`src/rtl/ex_se_pipe.sv`:
```
// EX-stage speculation check: finds the oldest mispredicted lane, squashes younger lanes and
// raises a one-cycle redirect to LS. Define NCPU_EX_SE_PERF_EN to add se_miss_cnt/se_miss_clr.
module ex_se_pipe #(
   parameter int CONFIG_P_ISSUE_WIDTH = 1,
   parameter int CONFIG_NUM_BRU       = 1,
   parameter int CONFIG_DW            = 64,
   parameter int CONFIG_PC_W          = 62,
   localparam int IW = 1 << CONFIG_P_ISSUE_WIDTH
) (
   input  logic                        clk,
   input  logic                        rst,
   input  logic                        stall,
   input  logic                        flush,
`ifdef NCPU_EX_SE_PERF_EN
   input  logic                        se_miss_clr,
   output logic [31:0]                 se_miss_cnt,
`endif
   input  logic [IW-1:0]               ex_valid,
   input  logic [CONFIG_PC_W*IW-1:0]   ex_pc,
   input  logic [IW-1:0]               ex_b_taken,
   input  logic [CONFIG_PC_W*IW-1:0]   ex_b_tgt,
   input  logic [IW-1:0]               ex_pred_taken,
   input  logic [CONFIG_PC_W*IW-1:0]   ex_pred_tgt,
   input  logic [CONFIG_DW*IW-1:0]     ex_rf_dout,
   input  logic [5*IW-1:0]             ex_rf_waddr,
   input  logic [IW-1:0]               ex_rf_we,
   output logic [IW-1:0]               ls_valid,
   output logic [CONFIG_DW*IW-1:0]     ls_rf_dout,
   output logic [5*IW-1:0]             ls_rf_waddr,
   output logic [IW-1:0]               ls_rf_we,
   output logic                        ls_se_flush,
   output logic [CONFIG_PC_W-1:0]      ls_se_flush_tgt
);

   typedef enum logic {
      ST_RUN    = 1'b0,
      ST_SHADOW = 1'b1
   } state_e;

   state_e                   state_q, state_d;
   logic [IW-1:0]            lane_fail;
   logic [IW-1:0]            lane_keep;
   logic [CONFIG_PC_W-1:0]   lane_tgt [IW];
   logic [CONFIG_PC_W-1:0]   win_tgt;
   logic                     fail_any;
   logic                     fail_accept;
   logic [IW-1:0]            valid_q, valid_d;
   logic                     se_flush_q, se_flush_d;
   logic [CONFIG_PC_W-1:0]   se_tgt_q;
   logic [CONFIG_DW*IW-1:0]  rf_dout_q;
   logic [5*IW-1:0]          rf_waddr_q;
   logic [IW-1:0]            rf_we_q;

   generate
      for (genvar gi = 0; gi < IW; gi++) begin : g_lane
         logic [CONFIG_PC_W-1:0] pc_seq;
         assign pc_seq = ex_pc[gi*CONFIG_PC_W +: CONFIG_PC_W] + CONFIG_PC_W'(1);

         if (gi < CONFIG_NUM_BRU) begin : g_bru
            logic                   b_tk, p_tk;
            logic [CONFIG_PC_W-1:0] b_tgt, p_tgt;
            assign b_tk  = ex_b_taken[gi];
            assign p_tk  = ex_pred_taken[gi];
            assign b_tgt = ex_b_tgt[gi*CONFIG_PC_W +: CONFIG_PC_W];
            assign p_tgt = ex_pred_tgt[gi*CONFIG_PC_W +: CONFIG_PC_W];
            assign lane_fail[gi] = ex_valid[gi] &
                                   ((b_tk ^ p_tk) | (b_tk & p_tk & (b_tgt != p_tgt)));
            assign lane_tgt[gi]  = b_tk ? b_tgt : pc_seq;
         end else begin : g_alu
            // Non-branch lanes can only be wrong by having been predicted taken.
            logic lane_unused;
            assign lane_unused = ^{ex_b_taken[gi],
                                   ex_b_tgt[gi*CONFIG_PC_W +: CONFIG_PC_W],
                                   ex_pred_tgt[gi*CONFIG_PC_W +: CONFIG_PC_W]};
            assign lane_fail[gi] = ex_valid[gi] & ex_pred_taken[gi];
            assign lane_tgt[gi]  = pc_seq;
         end

         if (gi == 0) begin : g_first
            assign lane_keep[gi] = 1'b1;
         end else begin : g_rest
            assign lane_keep[gi] = ~|lane_fail[gi-1:0];
         end
      end
   endgenerate

   assign fail_any = |lane_fail;

   always_comb begin
      win_tgt = lane_tgt[IW-1];
      for (int i = IW - 2; i >= 0; i--) begin
         if (lane_fail[i]) win_tgt = lane_tgt[i];
      end
   end

   always_comb begin
      state_d     = state_q;
      valid_d     = valid_q;
      se_flush_d  = se_flush_q;
      fail_accept = 1'b0;
      if (flush) begin
         state_d    = ST_RUN;
         valid_d    = '0;
         se_flush_d = 1'b0;
      end else if (!stall) begin
         case (state_q)
            ST_RUN: begin
               valid_d     = ex_valid & lane_keep;
               se_flush_d  = fail_any;
               fail_accept = fail_any;
               if (fail_any) state_d = ST_SHADOW;
            end
            default: begin
               valid_d    = '0;
               se_flush_d = 1'b0;
            end
         endcase
      end
   end

   always_ff @(posedge clk or posedge rst) begin
      if (rst) begin
         state_q    <= ST_RUN;
         valid_q    <= '0;
         se_flush_q <= 1'b0;
      end else begin
         state_q    <= state_d;
         valid_q    <= valid_d;
         se_flush_q <= se_flush_d;
      end
   end

   // Payload is only meaningful alongside its valid, so it carries no reset.
   always_ff @(posedge clk) begin
      if (!stall) begin
         se_tgt_q   <= win_tgt;
         rf_dout_q  <= ex_rf_dout;
         rf_waddr_q <= ex_rf_waddr;
         rf_we_q    <= ex_rf_we;
      end
   end

   assign ls_valid        = valid_q;
   assign ls_se_flush     = se_flush_q;
   assign ls_se_flush_tgt = se_tgt_q;
   assign ls_rf_dout      = rf_dout_q;
   assign ls_rf_waddr     = rf_waddr_q;
   assign ls_rf_we        = rf_we_q;

`ifdef NCPU_EX_SE_PERF_EN
   logic [31:0] miss_cnt_q, miss_cnt_d;

   always_comb begin
      miss_cnt_d = miss_cnt_q;
      if (se_miss_clr)      miss_cnt_d = '0;
      else if (fail_accept) miss_cnt_d = miss_cnt_q + 32'd1;
   end

   always_ff @(posedge clk or posedge rst) begin
      if (rst) miss_cnt_q <= '0;
      else     miss_cnt_q <= miss_cnt_d;
   end

   assign se_miss_cnt = miss_cnt_q;
`else
   logic perf_unused;
   assign perf_unused = fail_accept;
`endif

endmodule

```
`config.mk`:
```
export PLATFORM = sky130hd
export DESIGN_NAME = ex_se_pipe
export DESIGN_NICKNAME = d
export VERILOG_FILES = /design/src/rtl/ex_se_pipe.sv
export SDC_FILE = /design/constraint.sdc
export NUM_CORES = 1
export LEC_CHECK = 0
export CAP_MARGIN = 30
export CORE_AREA = 8 8 278 280
export CTS_CLUSTER_DIAMETER = 80
export CTS_CLUSTER_SIZE = 16
export DETAILED_ROUTE_END_ITERATION = 10
export DIE_AREA = 0 0 286 288
export PLACE_DENSITY = 0.49
export SKIP_LAST_GASP = 1
export SYNTH_ARGS = -nofsm -noshare
export SYNTH_HDL_FRONTEND = slang
export SYNTH_SLANG_ARGS = --single-unit
```
`constraint.sdc`:
```
create_clock -name clk -period 0.82 [get_ports clk]
set_input_delay 0.082 -clock clk [delete_from_list [all_inputs] [get_ports clk]]
set_output_delay 0.082 -clock clk [all_outputs]
set_load 0.01 [all_outputs]
```
==> impl_metrics.tcl, run 1 <==
set metrics [dict create \
    status "finished, violations left" \
    violations "setup timing" \
    yosys.area.top_type "edfxtp_1" \
    die_h_um 288 \
    min_period_ns 1.98 \
    route.vias.total 10900 \
    synth_edf_count 202 \
    yosysTopAreaCellShare 0.551 \
    grt_pass1_vias 11800 \
    max_stage_delay_ns 0.41 \
    worst_path_most_repeated_cell "nor4_4" \
    path_cells "clkbuf_2, xor2_4, nor4_4, nand4_1, nor4_4, o21ai_4, buf_12, mux2_4" \
    post_synth.cell_area_avg_um2 12.8 \
    ff_latch_area_um2 6170 \
    ys_types 55 \
    slew_headroom 0.721 \
    period_share 2.41 \
    crit_required_ns 1.07 \
    wl_per_cell_um 23.4 \
    drive_gt1_frac 0.441 \
    finalNetCount 2306 \
    worst_setup_path_end_kind "flop" \
    portBuffers 601 \
    r2r_slack_ns -0.20 \
    cp_top_family "simple AND/OR/NAND/NOR gates" \
    grt-ovfl-total 0 \
    cp.arrival_ns 2.23 \
    synth.area.top_cells "edfxtp_1, xor2_1, mux2i_1" \
    synthCells 861 \
    maxCapViolCount 0 \
    ys_warn_count 0 \
    crit_fanout 8 \
    power.density_nw_per_um2 1370 \
    place_congestion 0.835 \
    leakagePower_nw 8.65 \
    final_area_um2 21100 \
    groute.layer.met1.usage 0.171 \
    synth_seq_area_share 0.561 \
    grt_first_pass_wirelength_um 88400 \
    start_util 0.152 \
    final_cell_mix "buf_4, clkdlybuf4s50_1, edfxtp_1" \
    die_w_um 286 \
    netlist_area_um2 11000 \
    drt-initial-drc-count 453 \
    drt_wl_total_um 64700 \
    grt_util_all_layers 0.148 \
    layout_commonest_cell "buf_4" \
    cts_tree "yes" \
    async_flop_share 0.0194 \
    clk_path_buf_depth 3 \
    cts_root_buf "clkbuf_16" \
    peakVddDrop_v 0.00124 \
    grt_max_degree 32 \
    rows 99 \
    tightest_slew_ns 0.416 \
    hpwl_um 55100 \
    core_area_um2 72600 \
    drcViolationCount 0 \
    ys_ff_latch 206 \
    antenna_found_initial 32 \
    critPathKind "in2reg" \
    drt_first_pass_iters 4 \
    setup_violations 271 \
    use_met2 0.253 \
    drtAntennaViolNets 0 \
    syn_to_final_growth_pct 91.4 \
    busiest_layer "met2" \
    numCtsBuffers 18 \
    startpoint_type "input port" \
    grtUsageMet3 0.0656 \
    grt_setup_unrepaired "yes" \
    syn_nets 1386 \
    clk_pin_slew_ns 0.08 \
    setup_ws_ns -1.16 \
    hp-class "in2reg" \
    place_area_um2 20800 \
    slew_viol_final 0 \
    multi_input_area_um2 5460 \
    insertion_delay_ns 0.51 \
    hold_ws_ns 0.0373 \
    hold_viol_final 0 \
    synth-main-ff-cell "edfxtp_1" \
    crit_path_top_delay_cell "nor4_4" \
    htreeDepth 1 \
    finClkSkew_ns 0.000218 \
    max_freq_ghz 0.506 \
    path_buf_inv 2 \
    die_area_um2 82400 \
    fillers 7627 \
    cts_sinks 206 \
    ios 727 \
    via_per_inst 3.97 \
]
-- path summary, 6_finish.rpt --
kind | startpoint | to | cells after the start
setup / recovery | ex_b_tgt[28] | ls_se_flush_tgt[1] | 8
hold / removal | ex_b_tgt[8] | ls_se_flush_tgt[8] | 3
hold reg to reg | ls_valid[1] | ls_valid[1] | 2
max in group asynchronous | rst | state_q | 3
setup reg to reg | state_q | ls_se_flush | 2
min in group asynchronous | rst | ls_valid[0] | 3
-- cell type report --
cell class,instances,share of cell area
clock buffers,19,0.0226
flip-flops and latches,206,0.293
diodes,14,0.00166
inverters,13,0.00250
multi-input cells,615,0.259
well taps,959,0.0570
repair buffers,927,0.362
clock inverters,5,0.00232
-- synth_stat cells, types with 9 or more instances --
library cell,number
xor2_1,115
inv_1,12
nor2_1,31
o21ai_0,10
mux2i_1,87
nand3_1,44
and3_1,18
nor3_1,12
nand4_1,47
buf_2,11
and4_1,14
a21oi_1,9
xnor2_1,43
nand2_1,49
edfxtp_1,202
nor4_1,32
-- cell families after synthesis --
kind of cell	after synthesis	synth area share
muxes	93	0.0853
and+or+nand+nor	306	0.169
DFF	206	0.561
AOI/OAI and AO/OA	55	0.0390
buffers and inverters	40	0.0173
adders and majority gates	3	0.00341
xor gates and xnor gates	158	0.126
-- per-stage QoR --
step                      cells  total power, W  worst slack [ns]  TNS (ns)  utilization
after floorplan             861          0.0152             -2.62   -586.97            -
after CTS                  2743          0.0295             -1.24   -148.96        0.288
after global routing       2745          0.0302             -1.12   -140.50        0.290
final                      2758          0.0288             -1.16   -130.29        0.290
after global placement     2703          0.0214             -2.95   -339.46        0.286
after detailed placement   2704          0.0214             -2.42   -305.42        0.286
-- worst min-delay path: cells and delay by family --
kind | cells | cell delay, ns
buffers and inverters | 1 | 0.14
muxes | 2 | 0.20
-- flip-flops by register name, indices dropped and copies added, names as in the netlist --
register,cells
ls_rf_dout,128
ls_rf_waddr,10
state_q,1
ls_rf_we,2
ls_valid,2
ls_se_flush_tgt,62
ls_se_flush,1
-- routing by layer --
layer | part of all wire | up-vias
met1 | 0.40 | 5236
met3 | 0.10 | 82
li1 | - | 5101
met4 | 0.021 | 24
met2 | 0.47 | 498
met5 | 0.0024 | -
-- power breakdown --
group,total (W),leakage (nW),switching [W],internal (W)
Sequential,0.0130,2.03,0.000337,0.0126
Clock,0.00824,0.257,0.00403,0.00421
Combinational,0.00764,6.36,0.00364,0.00401
-- what timing repair did --
item                                   4_1_cts  5_1_grt
cloned                                       4        0
setup endpoints to repair                  464      271
endpoints found under the hold margin        4        0
resized for setup                         1128      330
hold buffers                                 1        0
buffers inserted                            15        7
pin swaps                                   53       71
(Power assumes the default switching activity.)
==> run 2: changes to the inputs <==
--- a/config.mk
+++ b/config.mk
@@ -5,13 +5,13 @@
 export SDC_FILE = /design/constraint.sdc
 export NUM_CORES = 1
 export LEC_CHECK = 0
-export CAP_MARGIN = 30
 export CORE_AREA = 8 8 278 280
 export CTS_CLUSTER_DIAMETER = 80
 export CTS_CLUSTER_SIZE = 16
 export DETAILED_ROUTE_END_ITERATION = 10
 export DIE_AREA = 0 0 286 288
 export PLACE_DENSITY = 0.49
+export SETUP_SLACK_MARGIN = 0.15
 export SKIP_LAST_GASP = 1
 export SYNTH_ARGS = -nofsm -noshare
 export SYNTH_HDL_FRONTEND = slang
==> run 2 against run 1 <==
Against the previous run:
- the flow still finishes with violations (setup timing)
- sequential power barely moved
- sequential share of layout area fell by 0.35 points
- clock power barely moved
- critical path depth rose by 2
- register-to-register slack got worse by 0.06 ns
==> impl_metrics.tcl, run 2 (synthesized netlist as in run 1, its figures left out) <==
set metrics [dict create \
    core_area_um2 72600 \
    clk_pin_slew_ns 0.08 \
    fillers 7617 \
    power.density_nw_per_um2 1370 \
    endpoint "ls_se_flush_tgt[1]" \
    grt-ovfl-total 0 \
    drt-met1-wl_um 26700 \
    r2r_end "ls_se_flush" \
    setup_violations 271 \
    finClkSkew_ns 0.000424 \
    drcViolationCount 0 \
    worst-path-stages 10 \
    place_congestion 0.835 \
    drtAntennaViolNets 0 \
    final_core_util 0.294 \
    path_cells "buf_6, xor2_2, nor4_4, nand4_1, nor4_2, buf_4, o21ai_4, buf_12, buf_12, mux2_4" \
    wl_per_cell_um 23.7 \
    critPathLaunch "ex_b_tgt[11]" \
    worst_path_most_repeated_cell "buf_12" \
    final_cell_mix "buf_4, clkdlybuf4s50_1, buf_2" \
    grt_first_pass_wirelength_um 89300 \
    cp_top_family "simple AND/OR/NAND/NOR gates" \
    numCtsBuffers 18 \
    r2r_slack_ns -0.26 \
    wl_met2_um 30500 \
    die_area_um2 82400 \
    worstReg2RegStart "state_q" \
    htreeDepth 1 \
    crit_path_top_delay_cell "nor4_4" \
    grt_pass1_vias 11800 \
    slew_viol_final 0 \
    worst-r2r-cell-count 2 \
    largest_reg_flops 128 \
    via_per_inst 3.98 \
    syn_to_final_growth_pct 93.7 \
    rows 99 \
    cts_tree "yes" \
    crit_required_ns 1.07 \
    peakVddDrop_v 0.00138 \
    grt_max_degree 32 \
    leakagePower_nw 8.65 \
    die_w_um 286 \
    drt_first_pass_iters 5 \
    max_stage_delay_ns 0.57 \
    die_h_um 288 \
    p_total_w 0.0291 \
    drt-initial-drc-count 501 \
    violations "setup timing" \
    maxCapViolCount 0 \
    maxUsedRoutingLayer "met5" \
    slew_headroom 0.590 \
    place_area_um2 20800 \
    cts_sinks 206 \
    period_share 2.53 \
    setup_ws_ns -1.26 \
    final_area_um2 21300 \
    status "finished, violations left" \
    finalNetCount 2321 \
    drt_wl_total_um 65700 \
    antenna_found_initial 36 \
    min_period_ns 2.08 \
    cp.arrival_ns 2.33 \
    layout_commonest_cell "buf_4" \
    drive_gt1_frac 0.409 \
    hp-class "in2reg" \
    start_util 0.152 \
    critPathKind "in2reg" \
    grt_util_all_layers 0.150 \
    hold_viol_final 0 \
    max_freq_ghz 0.481 \
    crit_fanout 4 \
    worst_setup_path_end_kind "flop" \
    hpwl_um 54900 \
    clk_path_buf_depth 3 \
    portBuffers 601 \
    route.vias.total 11000 \
    ios 727 \
    wl_met3_um 6620 \
    post-place-ws_ns -2.85 \
    tightest_slew_ns 0.611 \
    cts_root_buf "clkbuf_16" \
    startpoint_type "input port" \
    grt_setup_unrepaired "yes" \
    insertion_delay_ns 0.51 \
    path_buf_inv 4 \
]
[run 2: cell count changes in the layout (fill, tap and decap cells not counted), sizes merged, moves of 6 or more]
cell           delta
clkbuf           -64
dlygate4sd2      +51
buf              +27
dlymetal6s2s     -12
clkdlybuf4s15     +6
clkdlybuf4s50     +6
[run 2: worst min path at each step]
stage	from	end	slack, ns	cells after the start
floorplan	rst	ls_se_flush	-0.15	1
global placement	rst	ls_valid[0]	0.28	2
detailed placement	rst	ls_se_flush	0.30	2
CTS	ex_b_tgt[17]	ls_se_flush_tgt[17]	-0.004	4
global route	ex_b_tgt[17]	ls_se_flush_tgt[17]	0.02	4
finish	ex_pc[78]	ls_se_flush_tgt[16]	0.05	3
[run 2: metrics by stage]
step,instances,TNS (ns),hold slack [ns]
final,2774,-139.95,0.0466
after global routing,2764,-151.31,0.0189
after CTS,2755,-145.55,-0.00430
after detailed placement,2703,-334.14,0.300
after global placement,2703,-339.46,0.279
after floorplan,861,-586.97,-0.152
[run 2: final cells by class]
type                    count  area [um^2]  area share
inverters                  13         52.6     0.00247
multi-input cells         615         5270       0.247
flip-flops and latches    206         6170       0.289
clock inverters             5         42.5     0.00200
repair buffers            942         8060       0.378
well taps                 959         1200      0.0563
clock buffers              19          475      0.0223
diodes                     15         37.5     0.00176
[run 2: worst min-delay path, cell delays in order]
cell,delay (ns)
dlymetal6s2s_1,0.15
xor2_1,0.08
mux2i_1,0.11
[run 2: repair_timing]
| action | 4_1_cts | 5_1_grt |
|---|---|---|
| setup endpoints to repair | 473 | 271 |
| gates cloned | 7 | 1 |
| hold buffers | 2 | 0 |
| buffers inserted | 19 | 3 |
| pin swaps | 66 | 41 |
| endpoints found under the hold margin | 7 | 0 |
| gates resized for setup | 1218 | 108 |
[run 2: routing by layer]
| layer | vias up | track usage |
|---|---|---|
| met2 | 517 | 0.249 |
| met4 | 28 | 0.0389 |
| met5 | - | 0 |
| met1 | 5260 | 0.176 |
| met3 | 97 | 0.0661 |
| li1 | 5138 | - |
[run 2: power by group]
group          total [W]  internal, W  switching (W)
Sequential        0.0130       0.0126       0.000327
Clock            0.00826      0.00421        0.00405
Combinational    0.00793      0.00423        0.00370
==> run 3: changes to the inputs <==
--- a/config.mk
+++ b/config.mk
@@ -13,6 +13,7 @@
 export PLACE_DENSITY = 0.49
 export SETUP_SLACK_MARGIN = 0.15
 export SKIP_LAST_GASP = 1
+export SLEW_MARGIN = 25
 export SYNTH_ARGS = -nofsm -noshare
 export SYNTH_HDL_FRONTEND = slang
 export SYNTH_SLANG_ARGS = --single-unit
==> run 3 against run 2 <==
Against the previous run:
- clock skew barely moved
- the flow still finishes with violations (setup timing)
- die area stayed put
- fmax increased by 4.3%
- critical path depth up 1
- critical path type unchanged
- global-route usage down 0.11 points
- combinational power shrank 2%
- highest routed layer unchanged
==> impl_metrics.tcl, run 3 (synthesized netlist as in run 1, its figures left out) <==
set metrics [dict create \
    r2r_end "ls_se_flush" \
    grtUsageMet3 0.0616 \
    start_util 0.152 \
    hp-class "in2reg" \
    cts_root_buf "clkbuf_16" \
    antenna_found_initial 30 \
    rows 99 \
    setup_violations 271 \
    finalNetCount 2320 \
    layout_commonest_cell "buf_4" \
    drive_gt1_frac 0.407 \
    power.density_nw_per_um2 1370 \
    final_cell_mix "buf_4, clkdlybuf4s50_1, buf_2" \
    crit_fanout 7 \
    finClkSkew_ns 0.000483 \
    die_h_um 288 \
    via_per_inst 3.98 \
    violations "setup timing" \
    grt_max_degree 32 \
    die_w_um 286 \
    holdPathEnd "ls_valid[0]" \
    htreeDepth 1 \
    startpoint_type "input port" \
    status "finished, violations left" \
    r2r_slack_ns -0.22 \
    grt-ovfl-total 0 \
    portBuffers 601 \
    cts_sinks 206 \
    worstReg2RegStart "state_q" \
    place_congestion 0.835 \
    use_met2 0.251 \
    wl_per_cell_um 23.6 \
    period_share 2.43 \
    core_area_um2 72600 \
    crit_required_ns 1.05 \
    cp.arrival_ns 2.23 \
    place_area_um2 20800 \
    hold_viol_final 0 \
    grt_first_pass_wirelength_um 88700 \
    ios 727 \
    critPathKind "in2reg" \
    min_period_ns 1.99 \
    maxCapViolCount 0 \
    cts_tree "yes" \
    hold_buffers 1 \
    largest_reg_flops 128 \
    hold_ws_ns 0.00723 \
    grt_setup_unrepaired "yes" \
    drtAntennaViolNets 0 \
    fillers 7577 \
    final_area_um2 21200 \
    worst_setup_path_end_kind "flop" \
    worst-r2r-cell-count 2 \
    groute.layer.met1.usage 0.175 \
    clk_pin_slew_ns 0.07 \
    route.vias.total 11000 \
    drt-initial-drc-count 455 \
    numCtsBuffers 18 \
    slew_headroom 0.692 \
    drt_wl_total_um 65300 \
    min_path_cells 4 \
    insertion_delay_ns 0.51 \
    leakagePower_nw 8.52 \
    hpwl_um 55000 \
    die_area_um2 82400 \
    setup_ws_ns -1.17 \
    drcViolationCount 0 \
    max_freq_ghz 0.502 \
    grt_pass1_vias 11800 \
    busiest_layer "met2" \
    tightest_slew_ns 0.459 \
    drt_first_pass_iters 6 \
    grt_util_all_layers 0.149 \
    clk_path_buf_depth 3 \
    peakVddDrop_v 0.00141 \
    hold_start "stall" \
    syn_to_final_growth_pct 93.0 \
    slew_viol_final 0 \
]
run 3: metrics by stage:
stage	total power (W)	std cells	setup TNS, ns	worst slack, ns	util
2_1_floorplan	0.0152	861	-586.97	-2.62	-
3_3_place_gp	0.0214	2703	-339.46	-2.95	0.286
3_5_place_dp	0.0214	2703	-303.54	-2.41	0.286
4_1_cts	0.0295	2754	-145.33	-1.19	0.289
5_1_grt	0.0303	2762	-147.93	-1.22	0.292
6_report	0.0290	2768	-134.07	-1.17	0.292
run 3: repair_timing:
| action | CTS | global route |
|---|---|---|
| cloned | 6 | 2 |
| setup buffers | 19 | 3 |
| endpoints found under the hold margin | 7 | 1 |
| gates resized for setup | 1202 | 88 |
| setup endpoints to repair | 473 | 271 |
| pin swaps | 70 | 26 |
run 3: power breakdown:
part / total (W) / switching [W] / internal, W
registers: 0.0130 / 0.000327 / 0.0126
clock network: 0.00823 / 0.00400 / 0.00423
logic: 0.00780 / 0.00366 / 0.00414
run 3: routing by layer:
layer | wire, um | up-vias
li1 | - | 5129
met1 | 26400 | 5250
met3 | 6440 | 93
met5 | 166 | -
met2 | 30800 | 506
met4 | 1540 | 26
run 3: worst max-delay path by stage:
stage / start / endpoint / slack (ns)
2_1_floorplan: stall / ls_rf_dout[0] / -2.62
3_3_place_gp: ex_b_tgt[17] / ls_se_flush_tgt[1] / -2.95
3_5_place_dp: ex_b_tgt[28] / ls_se_flush_tgt[51] / -2.41
4_1_cts: ex_b_tgt[24] / ls_se_flush_tgt[4] / -1.19
5_1_grt: ex_pred_tgt[1] / ls_se_flush_tgt[0] / -1.22
6_report: ex_pred_tgt[20] / ls_se_flush_tgt[0] / -1.17
run 3: cell type report:
class	count	area (um^2)	area share
timing repair buffer	941	7990	0.376
antenna	9	22.5	0.00106
clock inverter	5	43.8	0.00206
clock buffer	20	479	0.0226
tap	959	1200	0.0565
inverter	13	52.6	0.00248
multi-input combinational	615	5280	0.249
sequential	206	6170	0.290
run 3: critical path, stage by stage:
cell             delay [ns]
clkdlybuf4s15_2        0.21
xor2_4                 0.17
nor4_4                 0.36
buf_4                  0.18
nand4_1                0.22
nor4_2                 0.23
buf_4                  0.17
o21ai_4                0.13
buf_12                 0.19
buf_12                 0.15
mux2i_1                0.11
